$ cat src/rtl/lsu_pkg.sv
// lsu_pkg: load/store opcodes, FSM states and opcode decode shared by the LSU files
package lsu_pkg;
  typedef enum logic [3:0] {LB, LBU, LH, LHU, LW, LWU, LD, SB, SH, SW, SD} lsu_op_t;
  typedef enum logic [1:0] {LSU_ST_IDLE, LSU_ST_WAIT, LSU_ST_RESP} lsu_state_t;
  typedef struct packed {
    logic       legal;
    logic       st;
    logic       sgn;
    logic [1:0] size;
  } op_info_t;
  // size is log2 of the access width in bytes; 64-bit-only ops are illegal on a 32-bit datapath
  function automatic op_info_t op_decode(input logic [3:0] op, input int data_w);
    op_info_t d;
    case (op)
      LB:      d = '{1'b1, 1'b0, 1'b1, 2'd0};
      LBU:     d = '{1'b1, 1'b0, 1'b0, 2'd0};
      LH:      d = '{1'b1, 1'b0, 1'b1, 2'd1};
      LHU:     d = '{1'b1, 1'b0, 1'b0, 2'd1};
      LW:      d = '{1'b1, 1'b0, 1'b1, 2'd2};
      LWU:     d = '{data_w == 64, 1'b0, 1'b0, 2'd2};
      LD:      d = '{data_w == 64, 1'b0, 1'b0, 2'd3};
      SB:      d = '{1'b1, 1'b1, 1'b0, 2'd0};
      SH:      d = '{1'b1, 1'b1, 1'b0, 2'd1};
      SW:      d = '{1'b1, 1'b1, 1'b0, 2'd2};
      SD:      d = '{data_w == 64, 1'b1, 1'b0, 2'd3};
      default: d = '0;
    endcase
    return d;
  endfunction
endpackage

$ cat src/rtl/lsu_lane_align.sv
// lsu_lane_align: big-endian store lane replication/byte enables and load extract/extend
module lsu_lane_align #(
  parameter int DATA_W = 32,
  parameter int NB = DATA_W / 8,
  parameter int K = $clog2(NB)
) (
  input  logic [1:0]        st_size,
  input  logic [K-1:0]      st_off,
  input  logic [DATA_W-1:0] st_data,
  output logic [NB-1:0]     st_we,
  output logic [DATA_W-1:0] st_wdata,
  input  logic [1:0]        ld_size,
  input  logic              ld_sgn,
  input  logic [K-1:0]      ld_off,
  input  logic [DATA_W-1:0] ld_rdata,
  output logic [DATA_W-1:0] ld_data
);
  logic [DATA_W-1:0] sh;
  logic signed [DATA_W-1:0] sx;
  logic [7:0] rs;
  // offset 0 is the MSB lane: shift the addressed lane to the top, then shift back down to extend
  always_comb begin
    st_wdata = st_size == 2'd0 ? {NB{st_data[7:0]}} :
               st_size == 2'd1 ? {(NB/2){st_data[15:0]}} :
               st_size == 2'd2 ? {(NB/4){st_data[31:0]}} : st_data;
    st_we = ({NB{1'b1}} << (NB - (1 << st_size))) >> st_off;
    sh = ld_rdata << {ld_off, 3'b000};
    rs = 8'(DATA_W - (8 << ld_size));
    sx = $signed(sh) >>> rs;
    ld_data = ld_sgn ? sx : sh >> rs;
  end
endmodule

$ cat src/rtl/load_store_unit.sv
// load_store_unit: memory-stage LSU with valid/ready, MEM_LAT read wait and lane alignment; LSU_MISALIGN_TRAP_EN traps misaligned accesses
module load_store_unit
  import lsu_pkg::*;
#(
  parameter int DATA_W = 32,
  parameter int ADDR_W = 32,
  parameter int MEM_LAT = 1,
  parameter int TAG_W = 5
) (
  input  logic                CLK,
  input  logic                reset,
  input  logic                req_valid,
  output logic                req_ready,
  input  logic [3:0]          req_op,
  input  logic [ADDR_W-1:0]   req_addr,
  input  logic [DATA_W-1:0]   req_wdata,
  input  logic [TAG_W-1:0]    req_tag,
  output logic                mem_en,
  output logic [DATA_W/8-1:0] mem_we,
  output logic [ADDR_W-1:0]   mem_addr,
  output logic [DATA_W-1:0]   mem_wdata,
  input  logic [DATA_W-1:0]   mem_rdata,
  output logic                rsp_valid,
  input  logic                rsp_ready,
  output logic [DATA_W-1:0]   rsp_data,
  output logic [TAG_W-1:0]    rsp_tag,
  output logic                busy,
  output logic                misalign,
  output logic [ADDR_W-1:0]   misalign_addr
);
  localparam int NB = DATA_W / 8;
  localparam int K = $clog2(NB);
  lsu_state_t state, state_nx;
  op_info_t dec;
  logic [2:0] cnt;
  logic [K-1:0] size_mask, off, ld_off;
  logic drop, hs, go, ld_go, done, ld_sgn;
  logic [1:0] ld_size;
  logic [TAG_W-1:0] ld_tag;
  logic [NB-1:0] st_we;
  logic [DATA_W-1:0] st_wdata, ld_data;
  assign dec = op_decode(req_op, DATA_W);
  assign size_mask = K'((4'd1 << dec.size) - 4'd1);
`ifdef LSU_MISALIGN_TRAP_EN
  assign off = req_addr[K-1:0];
  assign drop = |(off & size_mask);
  // report a misaligned request one cycle after it is accepted and remember its address
  always_ff @(posedge CLK)
    if (reset) begin
      misalign <= 1'b0;
      misalign_addr <= '0;
    end else begin
      misalign <= hs & drop;
      if (hs & drop) misalign_addr <= req_addr;
    end
`else
  assign off = req_addr[K-1:0] & ~size_mask;
  assign drop = 1'b0;
  assign misalign = 1'b0;
  assign misalign_addr = '0;
`endif
  assign req_ready = ~reset & (state == LSU_ST_IDLE | (state == LSU_ST_RESP & rsp_ready));
  assign hs = req_valid & req_ready;
  assign go = hs & dec.legal & ~drop;
  assign ld_go = go & ~dec.st;
  assign done = state == LSU_ST_WAIT & cnt == 3'(MEM_LAT);
  assign busy = state != LSU_ST_IDLE;
  lsu_lane_align #(.DATA_W(DATA_W)) u_align (
    .st_size (dec.size),
    .st_off  (off),
    .st_data (req_wdata),
    .st_we   (st_we),
    .st_wdata(st_wdata),
    .ld_size (ld_size),
    .ld_sgn  (ld_sgn),
    .ld_off  (ld_off),
    .ld_rdata(mem_rdata),
    .ld_data (ld_data)
  );
  // next state: a released response may chain straight into the next load
  always_comb begin
    state_nx = state == LSU_ST_IDLE ? (ld_go ? LSU_ST_WAIT : LSU_ST_IDLE) :
               state == LSU_ST_WAIT ? (done ? LSU_ST_RESP : LSU_ST_WAIT) :
               rsp_ready ? (ld_go ? LSU_ST_WAIT : LSU_ST_IDLE) : LSU_ST_RESP;
  end
  // state, latency counter, registered memory port and held response
  always_ff @(posedge CLK)
    if (reset) begin
      state <= LSU_ST_IDLE;
      cnt <= '0;
      mem_en <= 1'b0;
      mem_we <= '0;
      mem_addr <= '0;
      mem_wdata <= '0;
      rsp_valid <= 1'b0;
      rsp_data <= '0;
      rsp_tag <= '0;
      ld_size <= '0;
      ld_sgn <= 1'b0;
      ld_off <= '0;
      ld_tag <= '0;
    end else begin
      state <= state_nx;
      cnt <= state == LSU_ST_WAIT & ~done ? cnt + 3'd1 : 3'd0;
      mem_en <= go;
      mem_we <= go & dec.st ? st_we : '0;
      if (go) begin
        mem_addr <= {req_addr[ADDR_W-1:K], {K{1'b0}}};
        mem_wdata <= dec.st ? st_wdata : '0;
      end
      if (ld_go) begin
        ld_size <= dec.size;
        ld_sgn <= dec.sgn;
        ld_off <= off;
        ld_tag <= req_tag;
      end
      if (done) begin
        rsp_valid <= 1'b1;
        rsp_data <= ld_data;
        rsp_tag <= ld_tag;
      end else if (state == LSU_ST_RESP & rsp_ready) rsp_valid <= 1'b0;
    end
endmodule
$ cat config.mk
export PLATFORM = sky130hd
export DESIGN_NAME = load_store_unit
export DESIGN_NICKNAME = d
export VERILOG_FILES = /design/src/rtl/lsu_pkg.sv /design/src/rtl/lsu_lane_align.sv /design/src/rtl/load_store_unit.sv
export SDC_FILE = /design/constraint.sdc
export NUM_CORES = 1
export LEC_CHECK = 0
export ABC_AREA = 1
export CAP_MARGIN = 20
export CORE_UTILIZATION = 41
export CTS_BUF_LIST = sky130_fd_sc_hd__clkbuf_4 sky130_fd_sc_hd__clkbuf_8
export CTS_CLUSTER_SIZE = 40
export DETAILED_ROUTE_END_ITERATION = 16
export PLACE_DENSITY = 0.75
export SKIP_LAST_GASP = 1
export SLEW_MARGIN = 20
export SYNTH_ARGS = -nofsm -noshare
export SYNTH_HDL_FRONTEND = slang
export SYNTH_SLANG_ARGS = --single-unit
$ cat constraint.sdc
create_clock -name CLK -period 2.3 [get_ports CLK]
set_input_delay 0.46 -clock CLK [delete_from_list [all_inputs] [get_ports CLK]]
set_output_delay 0.46 -clock CLK [all_outputs]
set_load 0.005 [all_outputs]
# Yosys cells after proc, flatten, opt, wreduce, memory -nomap -nowiden

Memories as Yosys holds them, arrays and structs flattened.
Cells that the tools add are included.

Memories kept: 1
Output and inout port bits: 142
Word-level logic and storage cells: 63
Register bits: 120
Bits in read-only memories: 80
Bits in writable memories: 0
Bits in latches: 0

Memories:

| name            | depth | width | read ports | clocked after Yosys merged registers in | write ports | RTL line      | RTL |
|---|---|---|---|---|---|---|---|
| (no name shown) | 16    | 5     | 1          | 0                                       | 0           | lsu_pkg.sv:14 | `case (op)` |

Eq/ne operators: 4
Mux-type cells: 11
Reductions and logical operators: 6
$mul: 0
Shift-type cells: 8
$add $sub $neg: 4
Magnitude comparators: 0
Divide/modulo/power cells: 0
Bitwise logic cells: 16

Operators with widths:

| kind                                                                  | number |
|---|---|
| 32-bit 2-to-1 mux                                                     | 4 |
| 1-bit by 2-bit << shifter with 32-bit output, first input constant    | 1 |
| 32-bit by 5-bit << shifter with 32-bit output                         | 1 |
| 4-bit by 32-bit << shifter with 4-bit output, first input constant    | 1 |
| 32-bit by 8-bit >> shifter with 32-bit output                         | 1 |
| 32-bit by 8-bit >>> shifter with 32-bit output                        | 1 |
| 4-bit by 32-bit subtractor with 32-bit output, first input constant   | 1 |
| 1-bit AND                                                             | 8 |
| 2-bit 2-to-1 mux                                                      | 4 |
| 4-bit by 2-bit << shifter with 8-bit output, first input constant     | 1 |
| 7-bit by 8-bit subtractor with 8-bit output, first input constant     | 1 |
| 1-bit NOT                                                             | 5 |
| 2-bit by 1-bit equality test with 1-bit output, second input constant | 2 |
| 2-bit zero test                                                       | 2 |
| 2-bit nonzero test                                                    | 2 |
| 2-bit OR reduction                                                    | 2 |
| 4-bit by 2-bit >> shifter with 4-bit output                           | 1 |
| 3-bit by 1-bit adder with 3-bit output, second input constant         | 1 |
| 3-bit by 1-bit equality test with 1-bit output, second input constant | 1 |
| 1-bit 2-to-1 mux                                                      | 3 |
| 2-bit AND                                                             | 1 |
| 2-bit equality test, second input constant                            | 1 |
| 2-bit NOT                                                             | 1 |
| 1-bit by 2-bit << shifter with 2-bit output, first input constant     | 1 |
| 2 further kinds                                                       | 2 |

# Logic depth before layout (Yosys ltp)

Depth after elaboration: 11
Depth in mapped cells: 13
Mapped depth without buffers: 12

# Cells and area by module

From an unflattened synthesis, not the netlist that was laid out.

Cell total of the unflattened synthesis: 1089
Area, all modules: 6944.2 um^2

By module, submodules not included:

| module          | cells an instance | instances | area each (um^2) | sequential area each (um^2) |
|---|---|---|---|---|
| load_store_unit | 675               | 1         | 4937.2           | 2402.3 |
| lsu_lane_align  | 414               | 1         | 2006.9           | 0.0 |

# Worst setup path before layout

Ideal clock, no wire load.

Kind: in2reg
Start: input req_op[0]
End: register ld_off[1]
Path slack: 50 ps
Stages on the path: 13
Path buffers: 1
Required time: 2168 ps
Data arrival time: 2118 ps
Path through: inv_1 ha_1 o21a_1 o21ai_0 inv_1 ha_1 buf_2 nor2_2 nor2_1 nand2_1 inv_1 nand3_1 a21oi_1

RTL lines:

| what                 | RTL line               | RTL |
|---|---|---|
| start, declared      | load_store_unit.sv:14  | `input logic [3:0] req_op,` |
| end signal, assigned | load_store_unit.sv:100 | `ld_off <= '0;` |
| end signal, assigned | load_store_unit.sv:114 | `ld_off <= off;` |
| end, declared        | load_store_unit.sv:36  | `logic [K-1:0] size_mask, off, ld_off;` |

# Worst setup path in the final report

Start: input rsp_ready
End: output req_ready

Word-level cells in the longest chain between the ends: 3

RTL lines:

| what            | RTL line              | RTL |
|---|---|---|
| start, declared | load_store_unit.sv:24 | `input logic rsp_ready,` |
| 1-bit AND       | load_store_unit.sv:62 | `assign req_ready = ~reset & (state == LSU_ST_IDLE \| (state == LSU_ST_RESP & rsp_ready));` |
| 1-bit OR        | load_store_unit.sv:62 |  |
| 1-bit AND       | load_store_unit.sv:62 |  |
| end, declared   | load_store_unit.sv:13 | `output logic req_ready,` |

No other way between the ends.

==> impl_metrics.toml <==
[pwr]
pwr_density_cell_nw_per_um2 = 576
p_total_uw = 5220
vdd_drop_max_uv = 306
leakage_uw = 0.00391

[logic_synthesis]
synth_top_cell_area_share_pct = 38.3
synthTopCellsByArea = "dfxtp_1, nand2_1, o21ai_0"
ys_seq_area_share_pct = 38.3
yosysWarningCount = 0
synth_top_area_cell = "dfxtp_1"
syn_avg_cell_area_sq_um = 6.51
postSynthRegisterBits = 120
synth.cell_area_sq_um = 6280
synth_cell_types = 32
synthCells = 964

[detailed_routing]
drc = 0
dr.pass1.iters = 5
final_antenna_net_count = 0
drt-total-wl_um = 18800
drt_iter0_markers = 546
wire_per_inst_um = 13.6
avgViaCountPerCell = 4.92
num_vias = 6770

[clock_network]
cts_tree = "done"
numClockSinks = 120
cts_buffers = 17
cts.hold.buffers_added = 0
cts.htree.levels = 4
clk_pin_slew_worst_paths_ns = 0.07
cts_post_setup_buffers_inserted = 0
clock_latency_ns = 0.45
ctsLongestPathBuffers = 2
cts-root-buf = "clkbuf_8"

[die]
io_pins = 251
initial_core_util_pct = 42.5
die_x_um = 126
die_h_um = 126
core_sq_um = 14800
std_cell_rows = 44
die_area_sq_um = 15800

[placement]
place_inst = 1346
portBuffers = 215
finalWeightedCongestion = 0.929
dpl_worst_slack_ns = -0.464
hpwl_um = 13500

[sta]
max_freq_mhz = 449
skew_ns = 0.0163
fin_crit_sh_pct = 96.8
maxSlewHeadroom_pct = 55.8
fin_crit_ns = 2.23
finalMaxSlewViolations = 0
fin_ws_ns = 0.0737
hold_viol = 0
timing.setup.tns_ns = 0
worstMarginPinSlew_ns = 0.661
setup_viol = 0

[grt]
grt_pass1_wl_um = 30400
grt_pass1_vias = 6137
overflow = 0
antenna_found_initial = 0
grt_max_degree = 58
grt_usage_pct = 24.0

[layout]
final_cells = 1377
postLayoutCoreUtil_pct = 61.4
drive_gt1_share_pct = 7.88
area_growth_pct = 44.3
nNetsFinal = 1300
register_area_sq_um = 2400
fill_cells = 1365
n_antenna_cell = 0
multi_input_area_sq_um = 3240

[worst_setup_path]
endpoint_kind = "primary output"
critPathLaunchType = "input port"
cp.required_ns = 1.84
cp.arrival_ns = 1.77
crit_path_max_fanout = 2
critPathKind = "in -> out"

[job]
maxCapViolCount = 0

[run_status]
status = "complete, no violations"

[worst_hold_path]
hold_path.class = "reg -> reg"
-- where the power goes --
group	internal [uW]	switching [uW]	leakage, uW
Sequential	2150	42.5	0.000972
Combinational	499	501	0.00274
Clock	1100	921	0.000198
Total	3750	1460	0.00391
-- state kept, by name, indices dropped and copies added (netlist names) --
register and count:
rsp_tag 5, rsp_valid 1, mem_en 1, mem_we 4, ld_size 2, cnt 3, ld_off 2, state 2
rsp_data 32, mem_addr 30, mem_wdata 32, ld_tag 5, ld_sgn 1
-- per-layer routing --
| metal | vias up | part of all wire, % | wire (um) | global-route usage [%] |
|---|---|---|---|---|
| li1 | 3457 | - | - | - |
| met1 | 2999 | 45 | 8430 | 31.8 |
| met2 | 267 | 46 | 8600 | 38.0 |
| met3 | 47 | 5.9 | 1100 | 4.46 |
| met4 | 0 | 3.4 | 636 | 11.2 |
| met5 | - | 0 | 0 | 0 |
-- critical path, cell delays in order --
cell and delay [ns]:
clkdlybuf4s50_1 0.47, nand2_1 0.06, inv_2 0.06, nand2_1 0.06, nand2_1 0.07, nand2_2 0.06
inv_1 0.05, clkdlybuf4s50_1 0.49
-- stage by stage --
stage	cell area (sq um)	hold slack, ns
after global routing	9060	0.484
final	9060	0.463
after CTS	9030	0.464
after floorplan	6400	0.421
after global placement	8610	0.437
after detailed placement	8610	0.453
-- final cells by class --
cell class                      count  area share (%)
Clock buffer                       18            2.73
Inverter                           63            2.64
Multi-Input combinational cell    723            35.7
Clock inverter                     13            1.91
Tap cell                          184            2.54
Sequential cell                   120            26.5
Timing Repair Buffer              256            27.9
-- cell usage in the layout, fill, tap and decap left out, types with 2 or more instances in the layout --
master	n
inv_1	53
buf_12	6
a21oi_1	68
nand3_1	82
dfxtp_1	120
clkinv_4	5
nor2_2	3
a31oi_1	2
o21ai_0	94
nand2_1	301
ha_4	2
nor2_1	97
nand2_2	2
buf_4	35
clkinvlp_4	4
inv_2	8
clkdlybuf4s50_1	214
o211ai_1	5
o21ai_1	13
bufinv_16	3
conb_1	35
ha_1	8
clkbuf_8	18
-- worst paths after layout --
path / slack (ns) / cells past startpoint / end / start
min: 0.46 / 2 / ld_tag[3] / ld_tag[3]
max reg2reg: 0.37 / 7 / rsp_data[30] / ld_off[0]
min reg2reg: 0.46 / 2 / ld_tag[3] / ld_tag[3]
max: 0.07 / 8 / req_ready / rsp_ready
-- kinds of logic (layout without fill, tap and decap cells) --
group	Yosys count	count (layout)	share of synthesized area, %
and+or+nand+nor	493	493	31.9
AOI/OAI and AO/OA	184	184	15.0
buffers and inverters	155	350	12.7
DFF	120	120	38.3
adders and majority gates	10	10	1.99
other	1	35	0.0598
xor gates and xnor gates	1	1	0.140
-- cell usage after synthesis --
| cell | n |
|---|---|
| dfxtp_1 | 120 |
| nor3_4 | 1 |
| ha_1 | 10 |
| nand2_1 | 302 |
| nand2_2 | 1 |
| nand3_1 | 82 |
| nor2_1 | 97 |
| o21ai_1 | 11 |
| nor2_4 | 1 |
| or2_2 | 1 |
| o21a_1 | 1 |
| nand3_2 | 1 |
| a21oi_1 | 69 |
| xnor2_1 | 1 |
| nor4_1 | 1 |
| buf_2 | 21 |
| o211ai_1 | 5 |
| buf_4 | 41 |
| inv_2 | 8 |
| buf_6 | 4 |
| inv_1 | 54 |
| nor3_1 | 1 |
| o21ai_0 | 96 |
| conb_1 | 1 |
| buf_1 | 1 |
| inv_4 | 1 |
| nor2_2 | 3 |
| clkbuf_2 | 1 |
| clkbuf_1 | 24 |
| nor3b_1 | 1 |
| a31oi_1 | 2 |
| nand4_1 | 1 |
-- what timing repair did --
| action | in CTS | in global routing |
|---|---|---|
| endpoints found under the hold margin | 0 | 0 |
| setup endpoints to repair | 0 | 22 |
| gates resized for setup | 0 | 8 |
Note: power is estimated with default switching activity, not from simulation.
